<file path="src/rtl/mbt_pkg.sv">
// rtl/mbt_pkg.sv - shared state and byte-order encodings for multi_byte_transmitter
package mbt_pkg;

    localparam int NB_STATE = 2;

    typedef enum logic [NB_STATE-1:0] {
        IDLE         = 2'd0,
        WAIT_TX_DONE = 2'd1,
        FINISH       = 2'd2
    } state_t;

    localparam logic LSB_FIRST = 1'b1;
    localparam logic MSB_FIRST = 1'b0;

endpackage

</file>
<file path="src/rtl/tx_watchdog.sv">
// rtl/tx_watchdog.sv - per-byte timeout counter; expire pulses when the count reaches TIMEOUT_CYCLES
module tx_watchdog #(
    parameter int NB_TIMEOUT     = 16,
    parameter int TIMEOUT_CYCLES = 50000
) (
    input  logic i_clock,
    input  logic i_reset,
    input  logic i_clear,
    input  logic i_enable,
    output logic o_expire
);

    logic [NB_TIMEOUT-1:0] count;
    logic [NB_TIMEOUT-1:0] count_next;

    // The clearing cycle itself counts as the first elapsed cycle.
    assign count_next = i_clear ? NB_TIMEOUT'(1) : count + 1'b1;

    always_ff @(posedge i_clock) begin
        if (i_reset || !i_enable) begin
            count <= '0;
        end else begin
            count <= count_next;
        end
    end

    assign o_expire = (TIMEOUT_CYCLES != 0) && i_enable
                      && (count_next == NB_TIMEOUT'(TIMEOUT_CYCLES));

endmodule

</file>
<file path="src/rtl/multi_byte_transmitter.sv">
// rtl/multi_byte_transmitter.sv - serialises a word of up to N_BYTES bytes into single-byte UART requests
module multi_byte_transmitter #(
    parameter int   NB_BYTE        = 8,
    parameter int   N_BYTES        = 4,
    localparam int  NB_WORD        = NB_BYTE * N_BYTES,
    parameter int   NB_COUNT       = 3,
    parameter int   NB_TIMEOUT     = 16,
    parameter int   TIMEOUT_CYCLES = 50000
) (
    input  logic                i_clock,
    input  logic                i_reset,
    input  logic [NB_WORD-1:0]  i_tx_data,
    input  logic                i_tx_start,
    input  logic [NB_COUNT-1:0] i_tx_n_bytes,
    input  logic                i_tx_lsb_first,
    input  logic                i_tx_done,
    output logic [NB_BYTE-1:0]  o_tx_data,
    output logic                o_tx_start,
    output logic                o_busy,
    output logic                o_done,
    output logic [NB_COUNT-1:0] o_done_n_bytes,
    output logic                o_timeout,
    output logic                o_req_dropped
);

    import mbt_pkg::*;

    state_t              state;
    logic [NB_WORD-1:0]  word_q;
    logic [NB_COUNT-1:0] n_q;
    logic [NB_COUNT-1:0] sent_q;
    logic                order_q;
    logic                count_ok;
    logic                wd_expire;

    assign count_ok = (i_tx_n_bytes != '0) && (i_tx_n_bytes <= NB_COUNT'(N_BYTES));

    // k is the position in the transmit sequence; returns the word byte sent at that position.
    function automatic logic [NB_BYTE-1:0] pick_byte(
        input logic [NB_WORD-1:0]  word,
        input logic [NB_COUNT-1:0] n,
        input logic                order,
        input logic [NB_COUNT-1:0] k
    );
        logic [NB_COUNT-1:0] idx;
        logic [NB_WORD-1:0]  shifted;
        idx = k;
        case (order)
            LSB_FIRST: idx = k;
            MSB_FIRST: idx = n - k - 1'b1;
        endcase
        shifted = word >> (NB_BYTE * int'(idx));
        return shifted[NB_BYTE-1:0];
    endfunction

    tx_watchdog #(
        .NB_TIMEOUT     (NB_TIMEOUT),
        .TIMEOUT_CYCLES (TIMEOUT_CYCLES)
    ) u_watchdog (
        .i_clock  (i_clock),
        .i_reset  (i_reset),
        .i_clear  (o_tx_start),
        .i_enable (state == WAIT_TX_DONE),
        .o_expire (wd_expire)
    );

    always_ff @(posedge i_clock) begin
        if (i_reset) begin
            state          <= IDLE;
            word_q         <= '0;
            n_q            <= '0;
            sent_q         <= '0;
            order_q        <= 1'b0;
            o_tx_data      <= '0;
            o_tx_start     <= 1'b0;
            o_busy         <= 1'b0;
            o_done         <= 1'b0;
            o_done_n_bytes <= '0;
            o_timeout      <= 1'b0;
            o_req_dropped  <= 1'b0;
        end else begin
            o_tx_start     <= 1'b0;
            o_done         <= 1'b0;
            o_done_n_bytes <= '0;
            o_timeout      <= 1'b0;
            o_req_dropped  <= i_tx_start && !((state == IDLE) && count_ok);

            case (state)
                IDLE: begin
                    if (i_tx_start && count_ok) begin
                        word_q     <= i_tx_data;
                        n_q        <= i_tx_n_bytes;
                        order_q    <= i_tx_lsb_first;
                        sent_q     <= NB_COUNT'(1);
                        o_tx_data  <= pick_byte(i_tx_data, i_tx_n_bytes, i_tx_lsb_first, '0);
                        o_tx_start <= 1'b1;
                        o_busy     <= 1'b1;
                        state      <= WAIT_TX_DONE;
                    end
                end
                WAIT_TX_DONE: begin
                    // A done in the same cycle as our start belongs to the previous byte.
                    if (i_tx_done && !o_tx_start) begin
                        if (sent_q == n_q) begin
                            o_done         <= 1'b1;
                            o_done_n_bytes <= n_q;
                            o_busy         <= 1'b0;
                            state          <= FINISH;
                        end else begin
                            o_tx_data  <= pick_byte(word_q, n_q, order_q, sent_q);
                            sent_q     <= sent_q + 1'b1;
                            o_tx_start <= 1'b1;
                        end
                    end else if (wd_expire) begin
                        o_timeout <= 1'b1;
                        o_busy    <= 1'b0;
                        state     <= IDLE;
                    end
                end
                FINISH: begin
                    state <= IDLE;
                end
                default: begin
                    state <= IDLE;
                end
            endcase
        end
    end

endmodule

</file>
<file path="config.mk">
export PLATFORM = sky130hd
export DESIGN_NAME = multi_byte_transmitter
export DESIGN_NICKNAME = d
export VERILOG_FILES = /design/src/rtl/mbt_pkg.sv /design/src/rtl/tx_watchdog.sv /design/src/rtl/multi_byte_transmitter.sv
export SDC_FILE = /design/constraint.sdc
export NUM_CORES = 1
export LEC_CHECK = 0
export CORE_ASPECT_RATIO = 2
export CORE_MARGIN = 4
export CORE_UTILIZATION = 50
export DETAILED_ROUTE_END_ITERATION = 10
export PLACE_DENSITY = 0.86
export SYNTH_ARGS = -nofsm -noshare
export SYNTH_HDL_FRONTEND = slang
export SYNTH_HIERARCHICAL = 1
export SYNTH_SLANG_ARGS = --single-unit
</file>
<file path="constraint.sdc">
create_clock -name i_clock -period 2.9 [get_ports i_clock]
set_clock_uncertainty 0.15 [all_clocks]
set_input_delay 0.58 -clock i_clock [delete_from_list [all_inputs] [get_ports i_clock]]
set_output_delay 0.58 -clock i_clock [all_outputs]
set_load 0.05 [all_outputs]
</file>
==> Implementation_results.wiki, run 1 <==
{| class="wikitable"
! Metric !! Value
|-
| Status || complete, no violations
|-
| Total met3 wirelength after detailed routing || 470 um
|-
| Drt first-iter violations || 187
|-
| Die Y-Extent || 128 um
|-
| Internal power summed over all cells || 0.00194 W
|-
| Total area of sequential cells || 1460 sq um
|-
| Clock Latency Late Sink || 0.33 ns
|-
| Area growth from synthesis to final layout || 25.6%
|-
| CTS root buffer || clkbuf_16
|-
| Total number of vias || 3279
|-
| Cell type of the slowest stage on the worst timing path || or4b_1
|-
| Min-Delay Path Class || reg -> reg
|-
| Leading post-synthesis cells by cell area || dfxtp_1, nand2_1, a21oi_1
|-
| DRC Markers || 0
|-
| Yosys reg bits || 73
|-
| Post-Syn Nets || 458
|-
| Maximum number of pins on one net before global-route repair || 36
|-
| DRT Pass-1 Iters || 5
|-
| Fill cell count || 559
|-
| Pwr/cell area || 593 nW/um^2
|-
| Sequential cell area fraction in the yosys report || 40.7%
|-
| Max-cap violations || 0
|-
| Count of flip-flops with a built-in enable after synthesis || 0
|-
| Total placed instance area || 4220 sq um
|-
| Worst-margin pin slew || 0.602 ns
|-
| Final min period || 2.65 ns
|-
| Routed met2 length || 5100 um
|-
| Number of nets in the final layout || 510
|-
| Remaining number of nets flagged by the antenna check after routing || 0
|-
| Count of final max-slew check failures || 0
|-
| Die footprint || 8690 sq um
|-
| CP peak stage delay || 0.52 ns
|-
| Total count of hold-check failures in the final report || 0
|-
| H-Tree Depth || 3
|-
| Number of setup buffers added after CTS || 0
|-
| Worst slack at placement || 0.155 ns
|-
| Cell area after technology mapping || 3590 sq um
|-
| Count of placed standard cells including taps || 543
|-
| Ratio of routed vias to standard cells || 5.87
|-
| Die span in x || 67.9 um
|-
| Critical-path cell list || ha_1, nand3_4, nor3b_2, a31oi_1, or4b_1, nor4b_2, nand2_1, o211ai_1, a211oi_1
|-
| Synthesized instance count || 412
|-
| Post-DP HPWL || 6530 um
|-
| Number of global-route vias before repair || 3355
|-
| Wire length per cell after detailed routing || 16.2 um
|-
| Req. time, crit path || 2.95 ns
|-
| Part of the power in the clock network || 40.1%
|-
| Crit path buf inv count || 0
|-
| TritonCTS clock tree || yes
|-
| Cell area after layout || 4510 sq um
|-
| Number of stages on the worst hold path || 2
|-
| Critical register-to-register path startpoint || u_watchdog/count[1]$_SDFF_PP0_
|-
| Average size of a mapped cell || 8.72 sq um
|-
| Flip-flop cell with the highest count after synthesis || dfxtp_1
|-
| Hold endpoint || word_q[2]$_SDFFE_PP0P_
|-
| Net Sw Frac || 27.6%
|-
| Overall global routing resource usage || 22.9%
|-
| Share of power burned in registers || 41.0%
|-
| Worst Setup Slack, final || 0.252 ns
|-
| Area of the multi-input gates || 1960 sq um
|-
| Fraction of the cycle the final worst path needs || 91.3%
|-
| Starting Density || 51.8%
|-
| Startpoint type of the worst setup path || flop
|-
| Total Negative Setup Slacks || 0 ns
|-
| Cells on worst reg2reg path || 9
|-
| Switching Power || 0.000738 W
|-
| Share of the synthesized area in the top cell type || 40.7%
|-
| First-pass GRT wire length || 15200 um
|-
| Start point of the worst hold path || word_q[2]$_SDFFE_PP0P_
|-
| Cts bufs inserted || 9
|-
| Detailed-route wire length || 9060 um
|-
| Data arrival at the endpoint of the critical path || 2.70 ns
|-
| Antenna cells || 0
|-
| Port-buffer cells || 55
|-
| Logic gate share of total power || 18.9%
|-
| Antenna violations before repair || 0
|-
| Worst rel slew slack || 59.7%
|-
| Detailed-routing wirelength on met1 || 3040 um
|-
| Crit path max-delay family || simple AND/OR/NAND/NOR gates
|-
| Number of warnings reported in the yosys synthesis log || 6
|-
| Cell leakage power || 1.60 nW
|-
| Boundary pin count || 56
|-
| Clock tree sinks || 73
|-
| Number of setup violations in the final report || 0
|-
| Share of post-route cells with drive strength above 1 || 8.32%
|-
| GPL Wtd Cong || 0.827
|-
| Cell taking the most area after synthesis || dfxtp_1
|-
| Worst flop-to-flop path endpoint || o_busy$_SDFFE_PP0P_
|-
| Core outline area || 6940 sq um
|-
| Highest routed metal layer || met4
|-
| Highest clock rate || 0.378 GHz
|-
| Worst R2R Setup Slack || 0.25 ns
|-
| Capturing element type of the critical path || flop
|-
| Row count || 43
|-
| Number of unique standard cell types used by synthesis || 51
|-
| CTS resizes || 0
|-
| Asr flop ratio synth || 0%
|-
| Max Root-Sink Buffers || 2
|-
| Clock slew at the register clock pins of the worst setup and hold paths || 0.06 ns
|-
| Biggest fanout along the worst timing path || 8
|-
| Overflow left after global routing || 0
|-
| Post-route insts no fill || 559
|-
| Critical Setup Path Class || reg -> reg
|-
| RSZ-0062 raised after global routing || false
|-
| Number of buffers inserted by hold repair at cts || 0
|-
| IR drop worst, VDD || 0.553 mV
|}
==> cell usage in the layout (no fill, tap or decap), drive strengths merged, types with 5 or more instances in the layout <==
cell,count
nand2,87
dfxtp,73
clkdlybuf4s50,54
a21oi,50
nor2,37
xnor2,13
nor3,13
buf,13
mux2i,12
clkbuf,11
inv,10
o221ai,8
mux4,8
nand3,8
a311oi,7
xor2,6
ha,5
==> metrics by stage <==
step	power, W	util [%]	hold WS, ns
2_1_floorplan	0.00143	-	0.267
3_3_place_gp	0.00160	60.9	0.287
3_5_place_dp	0.00162	60.9	0.294
4_1_cts	0.00269	65.0	0.301
5_1_grt	0.00279	65.0	0.319
6_report	0.00268	65.0	0.298
==> synth_stat cells (6+ instances only) <==
| library cell | instances |
|---|---|
| nor3_1 | 11 |
| clkbuf_1 | 15 |
| o221ai_1 | 8 |
| xnor2_1 | 12 |
| a21oi_1 | 50 |
| a311oi_1 | 7 |
| buf_2 | 7 |
| nor2_1 | 37 |
| nand3_1 | 6 |
| mux4_1 | 8 |
| nand2_1 | 87 |
| inv_1 | 10 |
| mux2i_1 | 10 |
| dfxtp_1 | 73 |
| xor2_1 | 6 |
==> tightest hold or removal path: stages (launching register included) <==
cell and delay [ns]:
dfxtp_1 0.30, nand2_1 0.05, a21oi_1 0.05
==> state kept, by name, summed over array words and instances (netlist names) <==
| register | flops |
|---|---|
| o_done_n_bytes | 3 |
| word_q | 32 |
| o_tx_data | 8 |
| o_done | 1 |
| o_tx_start | 1 |
| order_q | 1 |
| o_busy | 1 |
| n_q | 3 |
| sent_q | 3 |
| state | 2 |
| u_watchdog/count | 16 |
| o_req_dropped | 1 |
| o_timeout | 1 |
==> worst max path at each step <==
stage,startpoint,cells after the start,to
final,u_watchdog/count[1]$_SDFF_PP0_,9,o_busy$_SDFFE_PP0P_
after global routing,u_watchdog/count[1]$_SDFF_PP0_,9,o_busy$_SDFFE_PP0P_
after CTS,u_watchdog/count[0]$_SDFF_PP0_,9,o_busy$_SDFFE_PP0P_
after detailed placement,i_tx_n_bytes[0],9,o_tx_data[3]$_SDFFE_PP0P_
after global placement,i_tx_n_bytes[0],9,o_tx_data[5]$_SDFFE_PP0P_
after floorplan,i_tx_n_bytes[0],11,o_tx_data[5]$_SDFFE_PP0P_
==> cell type report <==
| class | count | area share, % |
|---|---|---|
| Clock buffer | 11 | 5.16 |
| Sequential cell | 73 | 32.4 |
| Clock inverter | 5 | 1.25 |
| Multi-Input combinational cell | 303 | 43.5 |
| Inverter | 10 | 0.832 |
| Tap cell | 90 | 2.50 |
| Timing Repair Buffer | 67 | 14.4 |
==> power by group through the flow <==
stage	sequential, W	combinational [W]	clock [W]
6_report	0.00110	0.000505	0.00107
5_1_grt	0.00110	0.000544	0.00114
2_1_floorplan	0.00117	0.000258	0
3_5_place_dp	0.00112	0.000498	0
4_1_cts	0.00110	0.000504	0.00108
3_3_place_gp	0.00112	0.000486	0
==> routing by layer <==
layer	GRT usage, %	vias to the layer above
met5	0	-
met4	14.3	0
met3	5.44	37
met2	40.4	134
met1	23.0	1564
li1	-	1544
==> logic make-up after synthesis <==
family,after synthesis,synth area share (%)
AO/OA/AOI/OAI,81,13.7
XOR/XNOR,19,4.84
adder cells (fa/ha/maj),6,2.30
buffers and inverters,36,4.63
flip-flops,73,40.7
multiplexers,20,9.89
AND/OR/NAND/NOR,177,24.0
(Power assumes the default switching activity.)
==> run 2, diff against run 1 <==
CAP_MARGIN = 40   (was not set)
CELL_PAD_IN_SITES_DETAIL_PLACEMENT = 1   (was not set)
CELL_PAD_IN_SITES_GLOBAL_PLACEMENT = 2   (was not set)
CORE_UTILIZATION = 32   (was 50)
PLACE_DENSITY = 0.9   (was 0.86)
==> run 2 against run 1 <==
  * Sequential power hardly changed
  * Worst setup slack improved by 0.061 ns
  * Total power increased by 1.7%
  * Critical path type unchanged
  * Die area up 51%
  * Global-route usage fell by 6.2 points
  * Final area is 2.2% higher
  * Critical path depth stayed put
==> Implementation_results.wiki, run 2 (synthesized netlist as in run 1, its figures left out) <==
{| class="wikitable"
! Metric !! Value
|-
| Status || complete, no violations
|-
| Share of post-route cells with drive strength above 1 || 9.32% (+1.0 points)
|-
| Number of nets in the final layout || 514 (+0.78%)
|-
| Leading cell type in the layout, fill and taps excluded || nand2_1
|-
| Antenna cells || 0 (unchanged)
|-
| Worst rel slew slack || 56.4% (-3.3 points)
|-
| Fraction of the cycle the final worst path needs || 89.2% (-2.1 points)
|-
| Worst-margin pin slew || 0.649 ns (+0.0471 ns)
|-
| Die footprint || 13100 sq um (+51%)
|-
| Req. time, crit path || 2.95 ns (about the same)
|-
| Clock slew at the register clock pins of the worst setup and hold paths || 0.06 ns (about the same)
|-
| Total number of vias || 3201 (-2.4%)
|-
| CTS root buffer || clkbuf_16
|-
| Max FFs per register || 32 (unchanged)
|-
| Number of global-route vias before repair || 3519 (+4.9%)
|-
| Die span in x || 82.9 um (+22%)
|-
| Clock tree sinks || 73 (unchanged)
|-
| GPL Wtd Cong || 0.810 (-2.1%)
|-
| Drt first-iter violations || 88 (-53%)
|-
| Max-cap violations || 0 (unchanged)
|-
| TritonCTS clock tree || yes
|-
| Count of final max-slew check failures || 0 (unchanged)
|-
| Total count of hold-check failures in the final report || 0 (unchanged)
|-
| Cell leakage power || 1.63 nW (+1.6%)
|-
| Highest-count cells in the layout ignoring fill and taps || nand2_1, dfxtp_1, clkdlybuf4s50_1, a21oi_1, nor2_1
|-
| Post-DP HPWL || 8200 um (+26%)
|-
| Number of setup buffers added after CTS || 0 (unchanged)
|-
| Antenna violations before repair || 0 (unchanged)
|-
| Max Root-Sink Buffers || 2 (unchanged)
|-
| Die Y-Extent || 158 um (+23%)
|-
| Startpoint type of the worst setup path || flop
|-
| Boundary pin count || 56 (unchanged)
|-
| Overflow left after global routing || 0 (unchanged)
|-
| Registers with the most flip-flops || word_q: 32 flops, u_watchdog/count: 16 flops, o_tx_data: 8 flops
|-
| Final min period || 2.59 ns (-0.0609 ns)
|-
| Critical Setup Path Class || reg -> reg
|-
| Cell type of the slowest stage on the worst timing path || or4b_1
|-
| Cts bufs inserted || 9 (unchanged)
|-
| Remaining number of nets flagged by the antenna check after routing || 0 (unchanged)
|-
| Pwr/cell area || 590 nW/um^2 (-0.50%)
|-
| First-pass GRT wire length || 17100 um (+13%)
|-
| Overall global routing resource usage || 16.7% (-6.2 points)
|-
| Number of setup violations in the final report || 0 (unchanged)
|-
| Core outline area || 10900 sq um (+58%)
|-
| Total Negative Setup Slacks || 0 ns (unchanged)
|-
| Largest register by flop count || word_q
|-
| Ratio of routed vias to standard cells || 5.23 (-11%)
|-
| IR drop worst, VDD || 0.331 mV (-40%)
|-
| Clock Latency Late Sink || 0.33 ns (about the same)
|-
| Maximum number of pins on one net before global-route repair || 34 (-5.6%)
|-
| RSZ-0062 raised after global routing || false
|-
| Port-buffer cells || 55 (unchanged)
|-
| Area growth from synthesis to final layout || 28.4%
|-
| Critical-path cell list || ha_1, nand3_4, nor3b_2, a31oi_1, or4b_1, nor4b_2, nand2_1, o211ai_1, a211oi_1
|-
| Highest clock rate || 0.387 GHz (+2.4%)
|-
| Row count || 54 (+26%)
|-
| H-Tree Depth || 3 (unchanged)
|-
| Data arrival at the endpoint of the critical path || 2.64 ns (-0.06 ns)
|-
| DRT Pass-1 Iters || 4 (-1)
|-
| Wire length per cell after detailed routing || 17.3 um (+6.7%)
|-
| Capturing element type of the critical path || flop
|-
| Number of buffers inserted by hold repair at cts || 0 (unchanged)
|-
| Fill cell count || 1325 (+140%)
|-
| DRC Markers || 0 (unchanged)
|-
| Count of placed standard cells including taps || 597 (+9.9%)
|-
| Post-route insts no fill || 612 (+9.5%)
|-
| Min-Delay Path Class || reg -> reg
|-
| Starting Density || 32.8% (-19 points)
|-
| Detailed-route wire length || 10600 um (+17%)
|-
| CTS resizes || 0 (unchanged)
|-
| CP peak stage delay || 0.51 ns (about the same)
|-
| Biggest fanout along the worst timing path || 8 (unchanged)
|}
[run 2: cell types whose count changed in the layout (fill, tap and decap cells not counted)]
cell      delta
buf_4        +4
clkbuf_1     -2
clkbuf_8     +1
[run 2: area by class of cell]
class / count / area (sq um) / area share [%]
Timing Repair Buffer: 71 / 678 / 14.7
Inverter: 10 / 37.5 / 0.814
Sequential cell: 73 / 1460 / 31.7
Clock buffer: 10 / 239 / 5.18
Multi-Input combinational cell: 303 / 1960 / 42.6
Clock inverter: 5 / 56.3 / 1.22
Tap cell: 140 / 175 / 3.80
[run 2: through the flow]
stage / total power (W) / worst slack [ns] / util, % / instance area [sq um] / hold WS, ns
after CTS: 0.00276 / 0.286 / 42.1 / 4610 / 0.304
final: 0.00272 / 0.313 / 42.1 / 4610 / 0.299
after floorplan: 0.00143 / 0.440 / - / 3590 / 0.267
after global placement: 0.00163 / 0.227 / 39.4 / 4320 / 0.287
after detailed placement: 0.00165 / 0.0992 / 39.4 / 4320 / 0.296
after global routing: 0.00285 / 0.0781 / 42.1 / 4610 / 0.335
[run 2: worst paths after layout]
path,to,slack [ns],cells after the start,from
setup reg to reg,o_busy$_SDFFE_PP0P_,0.31,9,u_watchdog/count[1]$_SDFF_PP0_
setup / recovery,o_busy$_SDFFE_PP0P_,0.31,9,u_watchdog/count[1]$_SDFF_PP0_
hold reg to reg,o_tx_start$_SDFF_PP0_,0.30,1,state[1]$_SDFFE_PP0P_
hold / removal,o_tx_start$_SDFF_PP0_,0.30,1,state[1]$_SDFFE_PP0P_
[run 2: critical path: cells and delay by family (launching register included)]
| kind | cells | cell delay [ns] |
|---|---|---|
| compound gates | 3 | 0.31 |
| flops | 1 | 0.40 |
| fa+ha+maj | 1 | 0.31 |
| simple gates | 5 | 1.29 |
[run 2: report_power, final]
group	leakage (nW)	internal [W]	switching, W
combinational	0.891	0.000223	0.000299
clock	0.144	0.000682	0.000419
sequential	0.594	0.00106	0.0000406
total	1.63	0.00196	0.000758
[run 2: per-layer routing]
layer	share of wire [%]	GRT usage, %
met1	35	15.2
met2	57	33.7
met3	3.7	3.65
met4	4.1	8.89
met5	0	0
